$ cat config.mk
export PLATFORM = sky130hd
export DESIGN_NAME = dsp_mac_sequencer
export DESIGN_NICKNAME = d
export VERILOG_FILES = /design/src/rtl/dsp_mac_sequencer.sv
export SDC_FILE = /design/constraint.sdc
export NUM_CORES = 1
export LEC_CHECK = 0
export CORE_MARGIN = 2
export CORE_UTILIZATION = 38
export DETAILED_ROUTE_END_ITERATION = 10
export PLACE_DENSITY_LB_ADDON = 0.2
export SYNTH_ARGS = -nofsm -noshare
export SYNTH_HDL_FRONTEND = slang
export SYNTH_SLANG_ARGS = --single-unit
$ cat constraint.sdc
create_clock -name clk -period 1.9 [get_ports clk]
set_input_delay 0.38 -clock clk [delete_from_list [all_inputs] [get_ports clk]]
set_output_delay 0.38 -clock clk [all_outputs]
set_load 0.02 [all_outputs]
$ cat src/rtl/dsp_mac_sequencer.sv
// Sequences signed 18x18 operand beats into one DSP48A1 MAC slice and returns bias + sum(a*b) per vector.
// Result valid AB_STAGES+P_STAGES+1 cycles after the last beat; in_ready low while draining or holding a result.
module dsp_mac_sequencer #(
  parameter int AB_STAGES  = 2,
  parameter int CTL_STAGES = 1,
  parameter int P_STAGES   = 1,
  parameter int LEN_W      = 16
) (
  input  logic             clk,
  input  logic             rst_n,
  input  logic             in_valid,
  output logic             in_ready,
  input  logic [17:0]      in_a,
  input  logic [17:0]      in_b,
  input  logic [47:0]      in_c,
  input  logic             in_last,
  output logic             out_valid,
  input  logic             out_ready,
  output logic [47:0]      out_p,
  output logic [LEN_W-1:0] out_len,
  output logic [17:0]      dsp_a,
  output logic [17:0]      dsp_b,
  output logic [47:0]      dsp_c,
  output logic [17:0]      dsp_d,
  output logic [7:0]       dsp_opmode,
  output logic             dsp_rst,
  input  logic [47:0]      dsp_p
);

  localparam int DLY       = AB_STAGES - CTL_STAGES;
  localparam int DRAIN_CNT = AB_STAGES + P_STAGES;
  localparam int CNT_W     = (DRAIN_CNT < 2) ? 1 : $clog2(DRAIN_CNT + 1);

  localparam logic [7:0] OP_FIRST = 8'h0D;
  localparam logic [7:0] OP_ACC   = 8'h09;
  localparam logic [7:0] OP_HOLD  = 8'h08;

  typedef enum logic [1:0] {
    IDLE,
    ACCUM,
    DRAIN,
    OUT
  } state_t;

  state_t             state_q, state_d;
  logic [LEN_W-1:0]   len_q, len_d;
  logic [CNT_W-1:0]   cnt_q, cnt_d;
  logic [47:0]        out_p_q, out_p_d;
  logic [LEN_W-1:0]   out_len_q, out_len_d;
  logic [17:0]        a_q, a_d;
  logic [17:0]        b_q, b_d;
  logic [7:0]         iss_op_q, iss_op_d;
  logic [47:0]        iss_c_q, iss_c_d;
  logic               dsp_rst_q;
  logic               beat;

  // dsp_rst_q doubles as "still in reset": the port stays closed for the cycle the slice is being cleared.
  assign in_ready  = !dsp_rst_q && ((state_q == IDLE) || (state_q == ACCUM));
  assign beat      = in_valid && in_ready;
  assign out_valid = (state_q == OUT);
  assign out_p     = out_p_q;
  assign out_len   = out_len_q;
  assign dsp_a     = a_q;
  assign dsp_b     = b_q;
  assign dsp_d     = 18'd0;
  assign dsp_rst   = dsp_rst_q;

  always_comb begin
    state_d   = state_q;
    len_d     = len_q;
    cnt_d     = cnt_q;
    out_p_d   = out_p_q;
    out_len_d = out_len_q;
    a_d       = 18'd0;
    b_d       = 18'd0;
    iss_op_d  = OP_HOLD;
    iss_c_d   = 48'd0;

    case (state_q)
      IDLE: begin
        if (beat) begin
          a_d      = in_a;
          b_d      = in_b;
          iss_op_d = OP_FIRST;
          iss_c_d  = in_c;
          len_d    = LEN_W'(1);
          if (in_last) begin
            state_d = DRAIN;
            cnt_d   = CNT_W'(DRAIN_CNT);
          end else begin
            state_d = ACCUM;
          end
        end
      end
      ACCUM: begin
        if (beat) begin
          a_d      = in_a;
          b_d      = in_b;
          iss_op_d = OP_ACC;
          len_d    = (&len_q) ? len_q : len_q + LEN_W'(1);
          if (in_last) begin
            state_d = DRAIN;
            cnt_d   = CNT_W'(DRAIN_CNT);
          end
        end
      end
      DRAIN: begin
        // Last product has reached P once the counter runs out.
        if (cnt_q == '0) begin
          out_p_d   = dsp_p;
          out_len_d = len_q;
          state_d   = OUT;
        end else begin
          cnt_d = cnt_q - CNT_W'(1);
        end
      end
      OUT: begin
        if (out_ready) begin
          state_d = IDLE;
        end
      end
      default: begin
        state_d = IDLE;
      end
    endcase
  end

  always_ff @(posedge clk) begin
    dsp_rst_q <= !rst_n;
    if (!rst_n) begin
      state_q   <= IDLE;
      len_q     <= '0;
      cnt_q     <= '0;
      out_p_q   <= '0;
      out_len_q <= '0;
      a_q       <= '0;
      b_q       <= '0;
      iss_op_q  <= 8'h00;
      iss_c_q   <= '0;
    end else begin
      state_q   <= state_d;
      len_q     <= len_d;
      cnt_q     <= cnt_d;
      out_p_q   <= out_p_d;
      out_len_q <= out_len_d;
      a_q       <= a_d;
      b_q       <= b_d;
      iss_op_q  <= iss_op_d;
      iss_c_q   <= iss_c_d;
    end
  end

  // OPMODE/C wait out the extra A/B register depth so they meet M at the post-adder.
  if (DLY == 0) begin : g_no_dly
    assign dsp_opmode = iss_op_q;
    assign dsp_c      = iss_c_q;
  end else begin : g_dly
    logic [7:0]  op_dl_q [DLY];
    logic [47:0] c_dl_q  [DLY];

    always_ff @(posedge clk) begin
      if (!rst_n) begin
        for (int i = 0; i < DLY; i++) begin
          op_dl_q[i] <= 8'h00;
          c_dl_q[i]  <= '0;
        end
      end else begin
        op_dl_q[0] <= iss_op_q;
        c_dl_q[0]  <= iss_c_q;
        for (int i = 1; i < DLY; i++) begin
          op_dl_q[i] <= op_dl_q[i-1];
          c_dl_q[i]  <= c_dl_q[i-1];
        end
      end
    end

    assign dsp_opmode = op_dl_q[DLY-1];
    assign dsp_c      = c_dl_q[DLY-1];
  end

endmodule

==> results of run 1 <==
metrics by stage:
stage | hold slack (ns) | total power, uW | worst slack (ns) | TNS, ns
finish | 0.374 | 12400 | 0.0678 | 0
CTS | 0.353 | 12500 | -0.0734 | -0.0734
floorplan | 0.408 | 6850 | 0.0684 | 0
global placement | 0.413 | 8150 | -0.0329 | -0.0474
global route | 0.368 | 13000 | 0.00352 | 0
detailed placement | 0.417 | 8190 | -0.0489 | -1.15
power groups by stage:
stage / Sequential [uW] / Combinational (uW) / Clock [uW]
after global placement: 5340 / 2810 / 0
after detailed placement: 5350 / 2840 / 0
after floorplan: 5730 / 1120 / 0
final: 5260 / 2870 / 4220
after CTS: 5250 / 2850 / 4370
after global routing: 5300 / 3140 / 4560
worst min-delay path, stage by stage:
cell and delay (ns):
buf_2 0.14, buf_4 0.18, o221a_1 0.11
routing by layer:
metal  vias up  global-route usage  routed length (um)
met4         0              0.0448                 306
met1      2607               0.201                7260
met3        23              0.0604                1660
li1       2964                   -                   -
met5         -                   0                   0
met2       208               0.284                8630
state kept, by name, indices dropped and copies added, names as in the netlist:
register	cells
cnt_q	2
iss_op_q	3
dsp_b	18
dsp_a	18
g_dly.op_dl_q	3
out_len	16
state_q	2
out_p	48
iss_c_q	48
len_q	16
dsp_rst	1
g_dly.c_dl_q	48
cell families after synthesis:
group,after synthesis
AOI/OAI and AO/OA,105
other,1
buffers and inverters,75
DFF,223
and+or+nand+nor,337
adders and majority gates,6
worst min-delay path by stage:
stage                                endpoint        start
after floorplan                   iss_op_q[3]        rst_n
after global placement    g_dly.c_dl_q[0][16]  iss_c_q[16]
after detailed placement  g_dly.c_dl_q[0][34]  iss_c_q[34]
after CTS                            len_q[3]        rst_n
after global routing                len_q[14]        rst_n
final                                len_q[3]        rst_n
cells in the final DEF (no fill, tap or decap), types with 3 or more instances in the layout:
cell type        count
nor3_1               3
a21oi_1             67
inv_1                5
o21ai_1              3
a211oi_1             9
o221a_1              4
nor2b_1              3
clkbuf_1             7
buf_12               4
buf_4               24
dfxtp_1            222
nand4_1              3
o32ai_1              3
clkbuf_8             5
nand2b_1             7
nand3_1              5
conb_1              23
and2_1             135
or2_1                3
o21ai_0              3
clkbuf_16           23
clkdlybuf4s50_1    286
nand2_1            148
nor2_1               4
ha_1                 4
or4_1                3
layout make-up:
cell class | instances | area, um2 | area share
timing repair buffer | 318 | 3150 | 0.279
sequential | 223 | 4470 | 0.396
clock inverter | 3 | 40.0 | 0.00355
antenna | 1 | 2.50 | 0.000222
tap | 260 | 325 | 0.0288
inverter | 7 | 26.3 | 0.00233
clock buffer | 35 | 671 | 0.0594
multi-input combinational | 471 | 2610 | 0.231
repair_timing:
action                     CTS  global route
gates cloned                 0             0
hold endpoints to repair     0             0
pin swaps                    0             1
setup endpoints to repair    2             7
gates resized for setup      8            10
==> metrics.csv, run 1 <==
metric,value,unit
rrSetupSlack,0.09,ns
internal_power,9000,uW
reg2regPathDepth,7,
synth_seq_cells,223,
routed_wl,17.9,mm
drc_errors,0,
ant_nets,0,
via_per_inst,4.40,
synthCells,747,
report.final.slew_viol_count,0,
fmax,546,MHz
yosysWarnings,0,
hp-class,in2reg,
grtUsageTotal,0.167,
cp_max_fo,3,
fin_crit_sh,0.964,
place_inst,1279,
dr.first_iter.drc_count,203,
ios,314,
crit_end,dsp_rst,
htree_num_levels,1,
tritoncts,done,
clock_path_buffers,3,
grt_pass1_wl,27.8,mm
wire_per_inst,13.6,um
cp.arrival,1.45,ns
synth_edf_count,0,
p_per_area,1090,mW/mm2
insertion_delay,0.49,ns
cts.root.buffer_cell,clkbuf_16,
clk_pin_slew,0.06,ns
critPathBufInv,1,
netlist.area_leader.share,0.609,
power.share.combinational,0.232,
worstSetupPathDepth,1,
synth_area,0.00733,mm2
clock-sinks,223,
yosys.area_share.simple,0.240,
dr.pass1.iters,4,
grt_max_degree,50,
cp-startpoint,dsp_rst,
p_seq_frac,0.426,
fp-row-count,50,
first_global_vias,5385,
crit_type,reg2out,
synth_compound_area_frac,0.0877,
r2r-start,state_q[1],
syn_to_final_growth,54.0,%
required,1.52,ns
dpl.hpwl,12.5,mm
max-slew-margin-rel,0.666,
muxShareOfSynthArea,0,
synth_top_area_cell,dfxtp_1,
crit_path_start_kind,flip-flop,
endpoint_kind,output pin,
crit_family,buffers and inverters,
setup_viol,0,
initial_utilization,0.389,
status,finished clean,
synthXorXnorAreaFrac,0,
vias,5802,
drv_cap,0,
pwr-share-clk,0.342,
cpMaxStageDelayCell,clkdlybuf4s50_1,
cts_hold_buf,0,
p_leak,0.00428,uW
rsz0062_at_grt,no,
cts_setup_buffers,0,
p_sw,3350,uW
ys_seq_area_frac,0.609,
ir_worst_vdd,767,uV
ys_async_sr_fraction,0,
synthFlopType,dfxtp_1,
fillers,1649,
ys_types,50,
path_cells,clkdlybuf4s50_1,
die_x,143,um
antenna_found_initial,1,
synth_top_family_by_area,simple AND/OR/NAND/NOR gates,
skew,0.0126,ns
yosysMostFrequentCell,dfxtp_1,
post_route_cells_drive_above_1_share,0.0747,
syn_area_per_cell,9.82,um2
hold_depth,3,
synthTopCellsByCount,"223 x dfxtp_1, 149 x nand2_1, 136 x and2_1, 67 x a21oi_1, 34 x clkbuf_1",
cts_made_buffers,23,
hold_violations,0,
nNetsFinal,1187,
fin_area,0.0113,mm2
switching_share,0.271,
synth.area.top_cells,"dfxtp_1 61%, and2_1 12%, nand2_1 7.6%, a21oi_1 4.6%, buf_4 2.4%",
r2r_end,len_q[8],
core_area,0.0188,mm2
finalWeightedCongestion,0.828,
die_area,0.0204,mm2
min_period,1.83,ns
dieHeight,143,um
yosys.area_share.adder,0.0102,
layoutNonFillerInstCount,1318,
utilization,0.599,
overflow,0,
portBuffers,290,
slowest_delay,0.62,ns
tightest_slew,0.501,ns
placed_area,0.0105,mm2
Power figures use the tool's default switching activity.
==> run 2: changes to the inputs <==
- GPL_ROUTABILITY_DRIVEN: default -> 0
- SKIP_CTS_REPAIR_TIMING: default -> 1
==> metrics.csv, run 2 (same netlist as run 1, synthesis figures left out) <==
metric,value,unit,change
hp-class,in2reg,,unchanged
tritoncts,done,,unchanged
p_sw,3320,uW,was 3350 uW
p_per_area,1090,mW/mm2,about the same
nNetsFinal,1187,,unchanged
critPathBufInv,2,,was 1
fin_crit_sh,0.971,,was 0.964
drv_cap,0,,unchanged
fp-row-count,50,,unchanged
die_area,0.0204,mm2,unchanged
grt_pass1_wl,27.8,mm,about the same
grt_max_degree,50,,unchanged
final_common_cell,clkdlybuf4s50_1,,unchanged
portBuffers,290,,unchanged
dr.pass1.iters,4,,unchanged
clk_pin_slew,0.06,ns,about the same
fin_ws,0.0548,ns,was 0.0678 ns
clock_path_buffers,3,,unchanged
endpoint_kind,output pin,,unchanged
grtUsageTotal,0.167,,about the same
slowest_delay,0.31,ns,was 0.62 ns
min_period,1.85,ns,was 1.83 ns
p_leak,0.00429,uW,was 0.00428 uW
core_area,0.0188,mm2,unchanged
rsz0062_at_grt,yes,,was no
first_global_vias,5382,,was 5385
via_per_inst,4.42,,was 4.40
ios,314,,unchanged
dp_slack,-0.0489,ns,unchanged
dr.first_iter.drc_count,192,,was 203
cp_max_fo,5,,was 3
insertion_delay,0.50,ns,was 0.49 ns
fmax,542,MHz,was 546 MHz
htree_num_levels,1,,unchanged
internal_power,8960,uW,was 9000 uW
antenna_found_initial,1,,unchanged
cpMaxStageDelayCell,dfxtp_1,,was clkdlybuf4s50_1
post_route_cells_drive_above_1_share,0.0728,,was 0.0747
p_total,12300,uW,was 12400 uW
dpl.hpwl,12.5,mm,unchanged
p_seq_frac,0.427,,was 0.426
ir_worst_vdd,767,uV,about the same
required,1.52,ns,about the same
drc_errors,0,,unchanged
wire_per_inst,13.5,um,was 13.6 um
path_cells,inv_1 -> ha_2 -> nor2_2 -> nor2_1 -> clkbuf_2,,was clkdlybuf4s50_1
initial_utilization,0.389,,unchanged
crit_type,reg2out,,unchanged
die_x,143,um,unchanged
ant_nets,0,,unchanged
rrSetupSlack,0.08,ns,was 0.09 ns
final_cell_mix,"286 x clkdlybuf4s50_1, 223 x dfxtp_1, 148 x nand2_1, 135 x and2_1, 67 x a21oi_1",,"was 286 x clkdlybuf4s50_1, 222 x dfxtp_1, 148 x nand2_1, 135 x and2_1, 67 x a21oi_1"
cp.arrival,1.47,ns,was 1.45 ns
overflow,0,,unchanged
hold_violations,0,,unchanged
crit_path_start_kind,flip-flop,,unchanged
setup_viol,0,,unchanged
clock-sinks,223,,unchanged
cts_made_buffers,23,,unchanged
report.final.slew_viol_count,0,,unchanged
dieHeight,143,um,unchanged
power.share.combinational,0.229,,was 0.232
cts.root.buffer_cell,clkbuf_16,,unchanged
vias,5830,,was 5802
status,finished clean,,unchanged
crit_family,flip-flops,,was buffers and inverters
routed_wl,17.8,mm,was 17.9 mm
pwr-share-clk,0.344,,was 0.342
syn_to_final_growth,53.7,%,was 54.0%
switching_share,0.270,,was 0.271
skew,0.0115,ns,was 0.0126 ns
-- run 2: cell count changes in the layout (fill, tap and decap cells not counted), sizes merged --
cell,previous run,this run
dlymetal6s2s,1,2
buf,30,29
-- run 2: path summary, 6_finish.rpt --
path | from | endpoint | cells after the start
worst max register to register | len_q[0] | len_q[8] | 6
worst max-delay path | state_q[1] | in_ready | 5
worst min-delay path | rst_n | len_q[3] | 3
worst min register to register | iss_c_q[6] | g_dly.c_dl_q[0][6] | 1
-- run 2: through the flow --
| step | hold slack [ns] | std cells | cell area (um2) | setup TNS, ns | util |
|---|---|---|---|---|---|
| after floorplan | 0.408 | 769 | 7410 | 0 | - |
| after global placement | 0.413 | 1279 | 10500 | -0.0474 | 0.560 |
| after detailed placement | 0.417 | 1279 | 10500 | -1.15 | 0.560 |
| after CTS | 0.353 | 1317 | 11300 | -0.753 | 0.598 |
| after global routing | 0.368 | 1318 | 11300 | -0.0423 | 0.598 |
| final | 0.373 | 1318 | 11300 | 0 | 0.598 |
-- run 2: layout make-up --
| cell class | count | area (um2) |
|---|---|---|
| clock inverter | 3 | 40.0 |
| tap | 260 | 325 |
| antenna | 1 | 2.50 |
| multi-input combinational | 471 | 2580 |
| clock buffer | 35 | 671 |
| timing repair buffer | 318 | 3160 |
| sequential | 223 | 4460 |
| inverter | 7 | 26.3 |
| fill | 1655 | 7560 |
-- run 2: worst register-to-register path: stages, from the launching register on --
cell and delay (ns):
dfxtp_1 0.33, ha_2 0.23, nand4_2 0.20, nor4_4 0.44, buf_4 0.21, nor4_1 0.05, o221a_1 0.25
-- run 2: routing by layer --
metal | global-route usage | up-vias | part of all wire
li1 | - | 2963 | -
met1 | 0.201 | 2639 | 0.41
met2 | 0.284 | 205 | 0.48
met3 | 0.0604 | 23 | 0.090
met4 | 0.0448 | 0 | 0.017
met5 | 0 | - | 0
-- run 2: power by group through the flow --
stage	Combinational (uW)	Clock, uW	Sequential (uW)
after detailed placement	2840	0	5350
after floorplan	1120	0	5730
final	2810	4220	5250
after global routing	3080	4560	5290
after global placement	2810	0	5340
after CTS	2840	4370	5250
==> run 3: changes to the inputs <==
- CAP_MARGIN: default -> 10
==> results of run 3 <==
Final layout, timing and power as in run 2 (identical DEF).
